[src/rtl/uart_rx_port.sv]
// rtl/uart_rx_port.sv - 8N1 UART receiver presenting a held byte plus status to a CPU register word.
// Define UART_RX_PARITY_EN to add an even-parity bit after the data bits (8E1 framing).
module uart_rx_port #(
  parameter int CLKS_PER_BIT = 104,
  parameter int WIDTH_REG    = 32
) (
  input  logic                 clk,
  input  logic                 reset,
  input  logic                 rx,
  input  logic                 ack,
  output logic [WIDTH_REG-1:0] port_in
);

  localparam int CW = (CLKS_PER_BIT > 1) ? $clog2(CLKS_PER_BIT) : 1;
  localparam logic [CW-1:0] HALF_CNT = CW'(CLKS_PER_BIT / 2);
  localparam logic [CW-1:0] LAST_CNT = CW'(CLKS_PER_BIT - 1);

`ifdef UART_RX_PARITY_EN
  typedef enum logic [2:0] {S_IDLE, S_START, S_DATA, S_PARITY, S_STOP} state_t;
`else
  typedef enum logic [2:0] {S_IDLE, S_START, S_DATA, S_STOP} state_t;
`endif

  state_t          state_q, state_d;
  logic [CW-1:0]   cnt_q, cnt_d;
  logic [2:0]      bit_q, bit_d;
  logic [7:0]      shift_q, shift_d;
  logic            par_err_q, par_err_d;
  logic            rx_meta_q, rx_s_q;
  logic            ack_q, ack_prev_q;
  logic            ack_rise;
  logic            frame_done, frame_ferr, frame_perr;
  logic [7:0]      data_q;
  logic            valid_q, ovr_q, ferr_q, perr_q;

  assign ack_rise = ack_q & ~ack_prev_q;

`ifdef UART_RX_PARITY_EN
  assign frame_perr = par_err_q;
`else
  assign frame_perr = 1'b0;
`endif

  always_ff @(posedge clk) begin
    if (reset) begin
      state_q   <= S_IDLE;
      cnt_q     <= '0;
      bit_q     <= '0;
      shift_q   <= '0;
      par_err_q <= 1'b0;
    end else begin
      state_q   <= state_d;
      cnt_q     <= cnt_d;
      bit_q     <= bit_d;
      shift_q   <= shift_d;
      par_err_q <= par_err_d;
    end
  end

  always_comb begin
    state_d = state_q;
    case (state_q)
      S_IDLE:  if (!rx_s_q) state_d = S_START;
      S_START: if (cnt_q == HALF_CNT) state_d = rx_s_q ? S_IDLE : S_DATA;
      S_DATA: begin
        if (cnt_q == LAST_CNT && bit_q == 3'd7) begin
`ifdef UART_RX_PARITY_EN
          state_d = S_PARITY;
`else
          state_d = S_STOP;
`endif
        end
      end
`ifdef UART_RX_PARITY_EN
      S_PARITY: if (cnt_q == LAST_CNT) state_d = S_STOP;
`endif
      S_STOP:  if (cnt_q == LAST_CNT) state_d = S_IDLE;
      default: state_d = S_IDLE;
    endcase
  end

  // Counter restarts at every decision point, so it never runs past one bit period.
  always_comb begin
    cnt_d      = cnt_q + 1'b1;
    bit_d      = bit_q;
    shift_d    = shift_q;
    par_err_d  = par_err_q;
    frame_done = 1'b0;
    frame_ferr = 1'b0;
    case (state_q)
      S_IDLE: begin
        cnt_d     = '0;
        bit_d     = '0;
        par_err_d = 1'b0;
      end
      S_START: if (cnt_q == HALF_CNT) cnt_d = '0;
      S_DATA: begin
        if (cnt_q == LAST_CNT) begin
          cnt_d   = '0;
          bit_d   = bit_q + 3'd1;
          shift_d = {rx_s_q, shift_q[7:1]};
        end
      end
`ifdef UART_RX_PARITY_EN
      S_PARITY: begin
        if (cnt_q == LAST_CNT) begin
          cnt_d     = '0;
          par_err_d = rx_s_q ^ (^shift_q);
        end
      end
`endif
      S_STOP: begin
        if (cnt_q == LAST_CNT) begin
          cnt_d      = '0;
          frame_done = 1'b1;
          frame_ferr = ~rx_s_q;
        end
      end
      default: cnt_d = '0;
    endcase
  end

  always_ff @(posedge clk) begin
    if (reset) begin
      rx_meta_q  <= 1'b1;
      rx_s_q     <= 1'b1;
      ack_q      <= 1'b0;
      ack_prev_q <= 1'b0;
      data_q     <= '0;
      valid_q    <= 1'b0;
      ovr_q      <= 1'b0;
      ferr_q     <= 1'b0;
      perr_q     <= 1'b0;
    end else begin
      rx_meta_q  <= rx;
      rx_s_q     <= rx_meta_q;
      ack_q      <= ack;
      ack_prev_q <= ack_q;
      if (frame_done && (!valid_q || ack_rise)) begin
        data_q  <= shift_q;
        valid_q <= 1'b1;
        ovr_q   <= 1'b0;
        ferr_q  <= frame_ferr;
        perr_q  <= frame_perr;
      end else if (frame_done) begin
        ovr_q <= 1'b1;
      end else if (ack_rise && valid_q) begin
        valid_q <= 1'b0;
        ovr_q   <= 1'b0;
        ferr_q  <= 1'b0;
        perr_q  <= 1'b0;
      end
    end
  end

  always_comb begin
    port_in        = '0;
    port_in[11:0]  = {perr_q, ferr_q, ovr_q, valid_q, data_q};
  end

endmodule

[config.mk]
export PLATFORM = sky130hd
export DESIGN_NAME = uart_rx_port
export DESIGN_NICKNAME = d
export VERILOG_FILES = /design/src/rtl/uart_rx_port.sv
export SDC_FILE = /design/constraint.sdc
export NUM_CORES = 1
export LEC_CHECK = 0
export ABC_AREA = 1
export ABC_CLOCK_PERIOD_IN_PS = 1600
export CORE_ASPECT_RATIO = 2
export CORE_MARGIN = 4
export CORE_UTILIZATION = 31
export DETAILED_ROUTE_END_ITERATION = 7
export GPL_TIMING_DRIVEN = 1
export RECOVER_POWER = 50
export SYNTH_ARGS = -nofsm -noshare
export SYNTH_HDL_FRONTEND = slang
export SYNTH_SLANG_ARGS = --single-unit
[constraint.sdc]
create_clock -name clk -period 1.6 [get_ports clk]
set_input_delay 0.16 -clock clk [delete_from_list [all_inputs] [get_ports clk]]
set_output_delay 0.16 -clock clk [all_outputs]
set_load 0.1 [all_outputs]
# Word level (Yosys, flattened, before mapping)
# Cells that the tools add are included.
[classes] add_sub_neg=2 eq_ne=12 muxes=20 bitwise_logic=3 reduce_logical=15
[ops] cell="3-bit two-way mux" n=5
[ops] cell="7-bit two-way mux" n=2
[ops] cell="7-bit case mux with 2 select lines" n=1
[ops] cell="3-bit case mux with 4 select lines" n=1
[ops] cell="2-bit inequality test (second input constant)" n=5
[ops] cell="1-bit two-way mux" n=9
[ops] cell="7-bit by 1-bit adder with 7-bit output (second input constant)" n=1
[ops] cell="7-bit by 6-bit == test with 1-bit output (second input constant)" n=1
[ops] cell="7-bit == test (second input constant)" n=1
[ops] cell="3-bit by 2-bit == test with 1-bit output (second input constant)" n=2
[ops] cell="3-bit case mux with 2 select lines" n=1
[ops] cell="2-bit AND reduction" n=3
[ops] cell="2-bit nonzero test" n=3
[ops] cell="4-bit AND reduction" n=1
[ops] cell="2-bit OR reduction" n=2
[ops] cell="3-bit by 1-bit adder with 3-bit output (second input constant)" n=1
[ops] cell="3-bit by 1-bit == test with 1-bit output (second input constant)" n=1
[ops] cell="3-bit == test (second input constant)" n=1
[ops] cell="1-bit logical AND" n=3
[ops] cell="3-bit logical NOT" n=1
[ops] cell="2-bit two-way mux" n=1
[ops] cell="2-bit by 1-bit inequality test with 1-bit output (second input constant)" n=1
[ops] cell="1-bit inverter" n=2
[ops] cell="1-bit bitwise AND" n=1
[ops] cell="other kinds (2)" n=2
[word_totals] register_bits=36 in_bits=4 word_cells=64

# Logic depth before layout (Yosys ltp)
# Gate-level depths: netlist (run 1).
[logic_depth] depth_word=6 depth_mapped=10

# Least setup slack after synthesis (run 1)
# No wires, ideal clock.
[synth_timing] path_kind="reg2reg" startpoint="reg cnt_q[0]" endpoint="reg data_q[1]" setup_time_ns=0.117 arrival_ns=1.318 t_required_ns=1.483 path_slack_ns=0.165 path_stages_with_launch=10 n_path_buf=1 synth_period_minus_slack_ns=1.435 cell_sequence="dfxtp_1 ha_1 nand2_1 nor2_1 nand2_4 nor2_4 nand2_2 buf_6 o21ai_1 nor2_1"
[synth_between] elab_chain_len=4
[synth_rtl] element="start, declared" line_no="25" text="logic [CW-1:0] cnt_q, cnt_d;"
[synth_rtl] element="start signal, assigned" line_no="53" text="cnt_q <= cnt_d;"
[synth_rtl] element="7-bit == test" line_no="113" text="if (cnt_q == LAST_CNT) begin"
[synth_rtl] element="1-bit two-way mux" line_no="113"
[synth_rtl] element="1-bit two-way mux" line_no="90" text="case (state_q)"
[synth_rtl] element="1-bit logical AND" line_no="139" text="if (frame_done && (!valid_q || ack_rise)) begin"
[synth_rtl] element="end signal, assigned" line_no="140" text="data_q <= shift_q;"
[synth_rtl] element="end, declared" line_no="33" text="logic [7:0] data_q;"
# Every way passes these cells.
# A chain may end at the register's enable or synchronous reset.

# Worst setup path in the final report (run 1)
[layout_timing] startpoint="reg cnt_q[0]" endpoint="reg bit_q[1]"
[layout_between] elab_chain_len=3
[layout_rtl] element="7-bit == test" line_no="98" text="if (cnt_q == LAST_CNT) begin"
[layout_rtl] element="2-bit inequality test (no source line)"
[layout_rtl] element="2-bit AND reduction (no source line)"
[layout_rtl] element="end signal, assigned" line_no="54" text="bit_q <= bit_d;"
[layout_rtl] element="end, declared" line_no="26" text="logic [2:0] bit_q, bit_d;"
# Every way passes these cells.

==> impl_metrics.py, run 1 <==
metrics = {
    "drt": {
        "drtIter0Drc": 17,
        "drt.antenna.violating_nets": 0,
        "drt-total-wl_um": 2690,
        "vias": 1226,
        "via_per_inst": 4.24,
        "drc": 0,
        "drtPass1Iterations": 4,
        "wl_per_cell_um": 9.30,
    },
    "timing": {
        "fmax_ghz": 0.719,
        "max_slew_margin": 0.630,
        "setup_viol": 0,
        "skew_ns": 0.00514,
        "tightest_slew_ns": 0.557,
        "slew_viol_final": 0,
        "finalCriticalPeriod_ns": 1.39,
        "finalHoldViolCount": 0,
        "fin_setup_tns_ns": 0,
        "rsz0062_at_grt": "no",
        "fin_crit_sh": 0.869,
    },
    "die": {
        "dieArea_um2": 6550,
        "row_count": 37,
        "pin_count": 36,
        "die_w_um": 59.3,
        "die_h_um": 111,
        "fp.coreArea_um2": 5140,
        "start_util": 0.317,
    },
    "placement": {
        "place.gp.congestion": 0.777,
        "hpwlAfterDp_um": 2150,
        "io_buffers": 14,
    },
    "worst_setup_path": {
        "path_cells": "ha_1 > nand2_1 > nor2_2 > nand2_4 > nor2_4 > inv_2 > nand3_1 > a21oi_1",
        "cp-startpoint": "cnt_q[0]$_SDFF_PP0_",
        "critPathKind": "reg -> reg",
        "end_kind": "flip-flop",
        "slowest_delay_ns": 0.37,
        "critical_path_arrival_ns": 1.55,
        "reg2reg_to": "bit_q[1]$_SDFFE_PP0P_",
        "r2r-start": "cnt_q[0]$_SDFF_PP0_",
        "r2r_setup_slack_ns": 0.21,
        "reg2reg_depth": 8,
        "start_kind": "flip-flop",
        "cp_data_required_time_ns": 1.76,
        "crit_slowest_cell": "dfxtp_1",
        "crit_path_end": "bit_q[1]$_SDFFE_PP0P_",
        "cp_max_fo": 10,
    },
    "yosys": {
        "ys_top_cells_by_area": "dfxtp_1, buf_4, nor2_1",
        "synth.distinct_cells": 25,
        "syn_inst": 214,
        "yosysWarnings": 0,
        "syn-cell-area_um2": 1630,
        "synth_common_cells": "nor2_1, dfxtp_1, buf_4, nand2_1, inv_1",
        "async_flop_share": 0,
        "synth_flop_cell": "dfxtp_1",
        "synth_top_area_share": 0.430,
        "synth_edf_count": 0,
        "ys_seq_area_frac": 0.430,
        "yosysMostFrequentCell": "nor2_1",
        "synth_area_per_cell_um2": 7.61,
        "ys_ff_latch": 35,
        "synth_largest_area_cell": "dfxtp_1",
    },
    "layout": {
        "final_util": 0.347,
        "drive_above_1_share": 0.143,
        "fin_nets": 238,
        "syn2layout_area_growth_pct": 9.52,
        "fill_cells": 556,
        "num_antenna_cells": 0,
    },
    "clocking": {
        "postCtsResizedCells": 0,
        "hold_buffers": 0,
        "numClockSinks": 35,
        "numCtsBuffers": 5,
        "cts_htree_levels": 2,
        "cts-root-buf": "clkbuf_8",
        "post-cts-setup-buffers": 0,
        "cts_tree": "yes",
        "clock_latency_ns": 0.28,
        "cts_buffer_depth": 2,
        "path_clk_slew_ns": 0.07,
    },
    "min_path": {
        "hold_class": "in -> reg",
        "hold_start": "ack",
    },
    "power": {
        "power_switching_uw": 729,
        "power_leakage_uw": 0.000866,
        "pwr-share-comb": 0.240,
        "ir_drop_uv": 557,
        "p_int_uw": 1300,
        "cellPowerDensity_nw_per_um2": 1140,
        "seqPwrFrac": 0.464,
        "clkPwrFrac": 0.296,
        "swShare": 0.360,
    },
    "global_route": {
        "grt_pass1_wl_um": 4750,
        "antenna_found_initial": 0,
        "first_global_vias": 1159,
        "overflow": 0,
        "grt_max_degree": 17,
        "grt.total_usage": 0.0928,
    },
    "run_status": {
        "status": "complete, no violations",
    },
    "job": {
        "maxCapViolations": 0,
    },
}
power groups by stage:
stage	Combinational, µW	Clock (µW)	Sequential, µW
after floorplan	472	0	950
after global placement	486	0	958
after detailed placement	490	0	959
after CTS	490	635	938
after global routing	530	664	946
final	486	600	939
how the worst min path moves through the flow:
| stage | depth (start not counted) | endpoint |
|---|---|---|
| after floorplan | 1 | rx_meta_q$_SDFF_PP1_ |
| after global placement | 1 | rx_s_q$_SDFF_PP1_ |
| after detailed placement | 1 | rx_s_q$_SDFF_PP1_ |
| after CTS | 3 | ack_q$_SDFF_PP0_ |
| after global routing | 1 | rx_s_q$_SDFF_PP1_ |
| final | 3 | ack_q$_SDFF_PP0_ |
sequential cells by signal, summed over array words and instances (netlist names):
| signal | cells |
|---|---|
| ack_prev_q | 1 |
| ovr_q | 1 |
| valid_q | 1 |
| bit_q | 3 |
| rx_s_q | 1 |
| ack_q | 1 |
| state_q | 2 |
| shift_q | 8 |
| cnt_q | 7 |
| data_q | 8 |
| rx_meta_q | 1 |
| ferr_q | 1 |
critical path: cells and delay by family (launching register included):
family | cells | cell delay [ns]
and+or+nand+nor | 5 | 0.54
adders and majority gates | 1 | 0.18
AOI/OAI and AO/OA | 1 | 0.06
buffers and inverters | 1 | 0.13
DFF | 1 | 0.37
through the flow:
step | instance area (µm²) | hold WS (ns) | std cells | power [µW] | worst slack [ns]
after floorplan | 1700 | 0.264 | 234 | 1420 | 0.165
after global placement | 1860 | 0.396 | 281 | 1440 | 0.129
after detailed placement | 1860 | 0.394 | 281 | 1450 | 0.0886
after CTS | 1940 | 0.391 | 289 | 2060 | 0.0719
after global routing | 1780 | 0.425 | 289 | 2140 | 0.00187
final | 1780 | 0.398 | 289 | 2030 | 0.210
routing by layer:
layer / vias to the layer above / routed length (µm) / track usage
li1: 646 / - / -
met1: 543 / 1000 / 0.0850
met2: 32 / 1440 / 0.166
met3: 5 / 166 / 0.0211
met4: 0 / 85 / 0.0666
met5: - / 0 / 0
final cells by class:
class                   count  area [µm²]  area share
clock inverters             2        12.5     0.00701
well taps                  58        72.6      0.0407
flip-flops and latches     35         701       0.393
inverters                  23        88.8      0.0498
clock buffers               6        72.6      0.0407
multi-input cells         147         713       0.400
repair buffers             18         124      0.0694
layout by cell type, fill, tap and decap left out, drive strengths merged:
cell,instances
buf,3
clkinvlp,1
dlygate4sd3,1
ha,4
a21oi,6
o211a,1
nor2,50
inv,23
dfxtp,35
clkinv,1
nand3,8
conb,21
xor2,4
clkbuf,18
nand4,2
nor3,1
o21ai,20
clkdlybuf4s50,2
nand2,28
or2,2
logic make-up after synthesis:
kind of cell,Yosys count,synth area share
AO/OA/AOI/OAI,27,0.0883
XOR/XNOR,4,0.0215
adder cells (fa/ha/maj),4,0.0307
buffers and inverters,52,0.183
flip-flops,35,0.430
other,1,0.00230
AND/OR/NAND/NOR,91,0.244
No activity file was read; power rests on OpenSTA's default activity.
==> inputs of run 2 (changes only) <==
SKIP_LAST_GASP = 1   (was default)
==> results of run 2 <==
No change in the layout: final DEF, timing and power equal those of run 1.
==> inputs of run 3 (changes only) <==
CAP_MARGIN = 20   (was default)
SKIP_CTS_REPAIR_TIMING = 1   (was default)
==> results of run 3 <==
No change in the layout: final DEF, timing and power equal those of run 1.
